<file path="src/rtl/fetch_ifid_stage.sv">
// Instruction-fetch stage with IF/ID pipeline register for the 16-bit pipeline.
// Owns the PC, issues imem requests, absorbs wait/stall cycles and applies redirects.
module fetch_ifid_stage #(
   parameter logic [15:0] RESET_PC  = 16'h0000,
   parameter logic [15:0] NOP_INSTR = 16'h0800
) (
   input  logic        clk,
   input  logic        rst,
   output logic [15:0] imem_addr,
   output logic        imem_req,
   input  logic [15:0] imem_rdata,
   input  logic        imem_done,
   input  logic        stall,
   input  logic        redirect,
   input  logic [15:0] redirect_pc,
   output logic [15:0] id_instr,
   output logic [15:0] id_pc_plus2,
   output logic        id_valid,
   output logic        id_HALT,
   output logic        err,
   output logic [1:0]  dbg_state
);

   typedef enum logic [1:0] {
      S_FETCH  = 2'd0,
      S_HOLD   = 2'd1,
      S_HALTED = 2'd2
   } state_t;

   state_t      r_state;
   logic [15:0] r_pc;
   logic [15:0] r_buf_instr;
   logic [15:0] r_id_instr;
   logic [15:0] r_id_pc_plus2;
   logic        r_id_valid;
   logic        r_err;

   logic [15:0] w_pc_plus2;
   logic        w_rdata_is_halt;
   logic        w_buf_is_halt;

   assign w_pc_plus2      = r_pc + 16'd2;
   assign w_rdata_is_halt = (imem_rdata[15:11] == 5'b00000);
   assign w_buf_is_halt   = (r_buf_instr[15:11] == 5'b00000);

   // Memory handshake: imem_req/imem_addr come only from registered state; a word
   // is consumed on any edge where imem_req and imem_done are both high, and an
   // address that was not accepted is simply presented again the next cycle.
   always_ff @(posedge clk or negedge rst) begin
      if (!rst) begin
         r_state       <= S_FETCH;
         r_pc          <= RESET_PC;
         r_buf_instr   <= NOP_INSTR;
         r_id_instr    <= NOP_INSTR;
         r_id_pc_plus2 <= 16'h0000;
         r_id_valid    <= 1'b0;
         r_err         <= 1'b0;
      end else if (redirect) begin
         // Wrong-path work (buffered word, same-cycle data, a fetched HALT) is squashed.
         r_state       <= S_FETCH;
         r_pc          <= {redirect_pc[15:1], 1'b0};
         r_buf_instr   <= NOP_INSTR;
         r_id_instr    <= NOP_INSTR;
         r_id_pc_plus2 <= 16'h0000;
         r_id_valid    <= 1'b0;
         r_err         <= r_err | redirect_pc[0];
      end else begin
         case (r_state)
            S_FETCH: begin
               if (imem_done) begin
                  if (stall) begin
                     r_buf_instr <= imem_rdata;
                     r_state     <= S_HOLD;
                  end else begin
                     r_id_instr    <= imem_rdata;
                     r_id_pc_plus2 <= w_pc_plus2;
                     r_id_valid    <= 1'b1;
                     r_pc          <= w_pc_plus2;
                     r_state       <= w_rdata_is_halt ? S_HALTED : S_FETCH;
                  end
               end else if (!stall) begin
                  r_id_instr <= NOP_INSTR;
                  r_id_valid <= 1'b0;
               end
            end
            S_HOLD: begin
               // PC still addresses the buffered word until it enters IF/ID.
               if (!stall) begin
                  r_id_instr    <= r_buf_instr;
                  r_id_pc_plus2 <= w_pc_plus2;
                  r_id_valid    <= 1'b1;
                  r_pc          <= w_pc_plus2;
                  r_state       <= w_buf_is_halt ? S_HALTED : S_FETCH;
               end
            end
            S_HALTED: begin
               if (!stall) begin
                  r_id_instr <= NOP_INSTR;
                  r_id_valid <= 1'b0;
               end
            end
            default: r_state <= S_FETCH;
         endcase
      end
   end

   assign imem_addr   = r_pc;
   assign imem_req    = (r_state == S_FETCH);
   assign id_instr    = r_id_instr;
   assign id_pc_plus2 = r_id_pc_plus2;
   assign id_valid    = r_id_valid;
   assign id_HALT     = r_id_valid & (r_id_instr[15:11] == 5'b00000);
   assign err         = r_err;
   assign dbg_state   = r_state;

endmodule

</file>
<file path="config.mk">
export PLATFORM = sky130hd
export DESIGN_NAME = fetch_ifid_stage
export DESIGN_NICKNAME = d
export VERILOG_FILES = /design/src/rtl/fetch_ifid_stage.sv
export SDC_FILE = /design/constraint.sdc
export NUM_CORES = 1
export LEC_CHECK = 0
export BUFFER_PORTS_ARGS = -buffer_cell sky130_fd_sc_hd__buf_2
export CAP_MARGIN = 10
export CORE_MARGIN = 5
export CORE_UTILIZATION = 40
export DETAILED_ROUTE_END_ITERATION = 6
export GPL_ROUTABILITY_DRIVEN = 0
export GPL_TIMING_DRIVEN = 0
export MAX_ROUTING_LAYER = met4
export SKIP_CTS_REPAIR_TIMING = 1
export SLEW_MARGIN = 10
export SYNTH_ARGS = -nofsm -noshare
export SYNTH_HDL_FRONTEND = slang
export SYNTH_SLANG_ARGS = --single-unit
</file>
<file path="constraint.sdc">
create_clock -name clk -period 2.6 [get_ports clk]
set_input_delay 0.78 -clock clk [delete_from_list [all_inputs] [get_ports clk]]
set_output_delay 0.78 -clock clk [all_outputs]
set_load 0.02 [all_outputs]
</file>
==> parameters.txt <==
Parameter                              Value

Status
  Outcome ... completed

Placed design
  Cell area after placement ... 4270 um2
  Cell count after placement ... 570
  Post-detail-place hpwl ... 7580 um
  Post-Place Setup Slack ... 26.9 ps
  Port Buf Inserts ... 89

STA
  Final setup viols ... 0
  Measured slew at the worst slew-check pin ... 1020 ps
  Max-slew headroom ... 0.319
  Setup Skew ... about 11 ps
  F_max ... 0.396 GHz
  Summed negative setup slack over all endpoints ... 0 ps
  Unrepaired setup endpoints after global routing ... false
  Clock period minus worst slack ... ~2500 ps
  Worst-case setup margin in the final layout ... 73.0 ps
  Worst hold-check slack ... 293 ps
  Final Hold Violating Endpoints ... 0
  Final cycle utilization of the critical path ... 0.972
  Number of pins exceeding their max-slew limit in the final report ... 0

CTS
  Clock network latency to the later pin of the worst-skew pair ... 360 ps
  Number of H-tree levels ... 3
  Register clock-pin slew on the reported worst setup and hold paths ... 80 ps
  Number of clock buffers inserted by TritonCTS ... 9
  Clock tree root buffer cell ... sky130_fd_sc_hd__clkbuf_8
  Total clock sinks ... 67
  Maximum buffer depth of the clock tree ... 2
  CTS tree ... yes

Critical path
  Arrival time reported for the critical path endpoint ... approximately 1800 ps
  Req. time, crit path ... 1820 ps
  Critical Path Fanout Max ... 5
  Worst Path Class, Setup ... reg2out
  Endpoint type of the worst setup path ... primary output
  Startpoint Class ... flop

Logic synthesis
  Post-synth cell types ... 54
  Post-synth top cells ... 65 x sky130_fd_sc_hd__dfrtp_1, 34 x sky130_fd_sc_hd__nor2_1, 26 x sky130_fd_sc_hd__nand2_1
  Most numerous cell in the Yosys netlist ... sky130_fd_sc_hd__dfrtp_1
  Biggest area contributors in the synthesized netlist ... sky130_fd_sc_hd__dfrtp_1 44%, sky130_fd_sc_hd__xnor2_1 4.5%, sky130_fd_sc_hd__a211oi_1 3.7%
  FF+latch count, synth ... 67
  Synth Flop Type ... sky130_fd_sc_hd__dfrtp_1
  YS warnings ... 0
  Net count of the mapped netlist ... between 400 and 500
  Average cell area after synthesis ... 9.83 um2
  EDFF count, synth ... 0
  Ys async rst share ... 1.00
  Area fraction of the dominant cell type after synthesis ... 0.445
  Netlist Area Pre-Place ... 3660 um2
  Share of synthesized area occupied by flip-flops and latches ... 0.459
  Area leader, netlist ... sky130_fd_sc_hd__dfrtp_1
  Post-synthesis instance total ... 372

Cells and area
  Antenna diode instance count ... 0
  Multi-input gate area in the final layout ... 1810 um2
  Post-synthesis to final-layout area growth ... 22.0%
  Final design area excluding fillers ... 4460 um2
  Fraction of final layout cells sized beyond drive strength 1 ... 0.280
  Fin nets ... 514
  Final instance count without filler cells ... between 500 and 600
  Final-layout fill cell count ... 864
  Post-layout utilization of the core ... 0.507
  Sequential cell area ... 1680 um2

Detailed routing
  Met3 wire length ... 735 um
  Initial DRC Count ... 200
  Total DRC errors in the routed layout ... 0
  Antenna viol nets, final ... 0
  Routed length on met2 ... 5050 um
  Detailed-routing wirelength on met1 ... 4830 um
  Vias per std cell ... 5.86
  WL/cell ... 18.3 um
  Count of TritonRoute iterations in the first routing pass ... 5
  Uppermost layer routed ... met4
  Total via count after detailed routing ... 3,434
  Detailed Route WL ... 10,700 um

Die
  Placement Rows ... 34
  Count of boundary I/O pins ... 91
  Die footprint ... 11,200 um2
  Die W ... around 110 um
  Effective utilization at floorplan ... 0.415
  Vertical die dimension ... 106 um
  Core area ... between 8000 and 9000 um2

Power and ir drop
  Peak ir drop on the vdd network ... 0.225 mV
  Static leakage power ... 1.99 nW
  Total power draw ... approximately 2.7 mW
  Total power divided by cell area ... around 600 nW/um2

Job
  Number of max-cap violations ... 0

Global route
  GRT Resource Usage Total ... 0.201
  Vias in the first global route ... 3,505
  Largest net degree at the start of global routing ... 50
  Global-route congestion overflow total ... 0
  First-pass GRT wire length ... 17,600 um
  Antenna violations before repair ... 0

Hold path
  Type of the tightest min-delay check ... in2async
## cells in the final DEF (no fill, tap or decap), types with 3 or more instances in the layout
master,instances
sky130_fd_sc_hd__a31oi_1,8
sky130_fd_sc_hd__nor2b_1,9
sky130_fd_sc_hd__nor2_1,34
sky130_fd_sc_hd__clkinv_2,3
sky130_fd_sc_hd__buf_2,95
sky130_fd_sc_hd__a32o_1,5
sky130_fd_sc_hd__nand2_1,26
sky130_fd_sc_hd__inv_1,9
sky130_fd_sc_hd__mux2i_1,5
sky130_fd_sc_hd__xnor2_1,19
sky130_fd_sc_hd__nand3_1,6
sky130_fd_sc_hd__a21oi_1,8
sky130_fd_sc_hd__nor4_1,6
sky130_fd_sc_hd__o21ai_0,19
sky130_fd_sc_hd__buf_4,3
sky130_fd_sc_hd__clkbuf_1,21
sky130_fd_sc_hd__clkbuf_8,9
sky130_fd_sc_hd__a22o_1,15
sky130_fd_sc_hd__ha_1,4
sky130_fd_sc_hd__nand4_1,5
sky130_fd_sc_hd__a211oi_1,18
sky130_fd_sc_hd__o41ai_1,3
sky130_fd_sc_hd__a21o_1,3
sky130_fd_sc_hd__a22oi_1,8
sky130_fd_sc_hd__a32oi_1,9
sky130_fd_sc_hd__nor3_1,8
sky130_fd_sc_hd__dfrtp_1,65
sky130_fd_sc_hd__nor4_2,3
sky130_fd_sc_hd__clkbuf_2,3
sky130_fd_sc_hd__a221o_1,10
## routing by layer
metal,track usage,up-vias
met5,-,-
met1,0.269,1695
li1,-,1589
met4,0.0657,0
met2,0.306,137
met3,0.0446,13
## sequential cells by signal (all words and copies together) (netlist names)
name and count:
id_instr 16, id_pc_plus2 16, r_buf_instr 16, imem_addr 15
dbg_state 2, err 1, id_valid 1
## power by group
| group | internal (mW) | total, mW | switching, mW |
|---|---|---|---|
| Sequential | 1.12 | 1.19 | 0.0739 |
| Clock | 0.441 | 0.870 | 0.430 |
| Combinational | 0.227 | 0.624 | 0.397 |
| Total | 1.79 | 2.69 | 0.901 |
## cells by family (layout without fill, tap and decap cells)
kind of cell / count (synthesis) / in the layout / share of synthesized area
adders and majority gates: 4 / 4 / 0.0137
xor gates and xnor gates: 21 / 21 / 0.0503
buffers and inverters: 41 / 147 / 0.0489
AOI/OAI and AO/OA: 113 / 113 / 0.232
muxes: 5 / 5 / 0.0137
other: 1 / 1 / 0.00103
and+or+nand+nor: 120 / 120 / 0.181
DFF: 67 / 67 / 0.459
## cell type report
| cell class | count | area share |
|---|---|---|
| buffer | 32 | 0.0325 |
| timing repair buffer | 90 | 0.107 |
| inverter | 9 | 0.00757 |
| tap | 108 | 0.0303 |
| clock buffer | 11 | 0.0294 |
| clock inverter | 5 | 0.0121 |
| multi-input combinational | 264 | 0.405 |
| sequential | 67 | 0.376 |
## final timing paths
path	startpoint	end	slack [ps]	depth (start not counted)
min reg2reg	err$_DFFE_PN0P_	err$_DFFE_PN0P_	460	1
max in group asynchronous	rst	r_buf_instr[11]$_DFFE_PN1P_	1710	2
min	rst	err$_DFFE_PN0P_	290	1
max	id_instr[12]$_DFFE_PN0P_	id_HALT	70	3
min in group clk	err$_DFFE_PN0P_	err$_DFFE_PN0P_	460	1
max reg2reg	dbg_state[0]$_DFFE_PN0P_	r_buf_instr[5]$_DFFE_PN0P_	240	6
## critical path, cell delays in order (launching register included)
cell                      delay, ps
sky130_fd_sc_hd__dfrtp_1        420
sky130_fd_sc_hd__or4b_2         690
sky130_fd_sc_hd__nor3_2         130
sky130_fd_sc_hd__buf_4          160
Note: power is estimated with default switching activity, not from simulation.
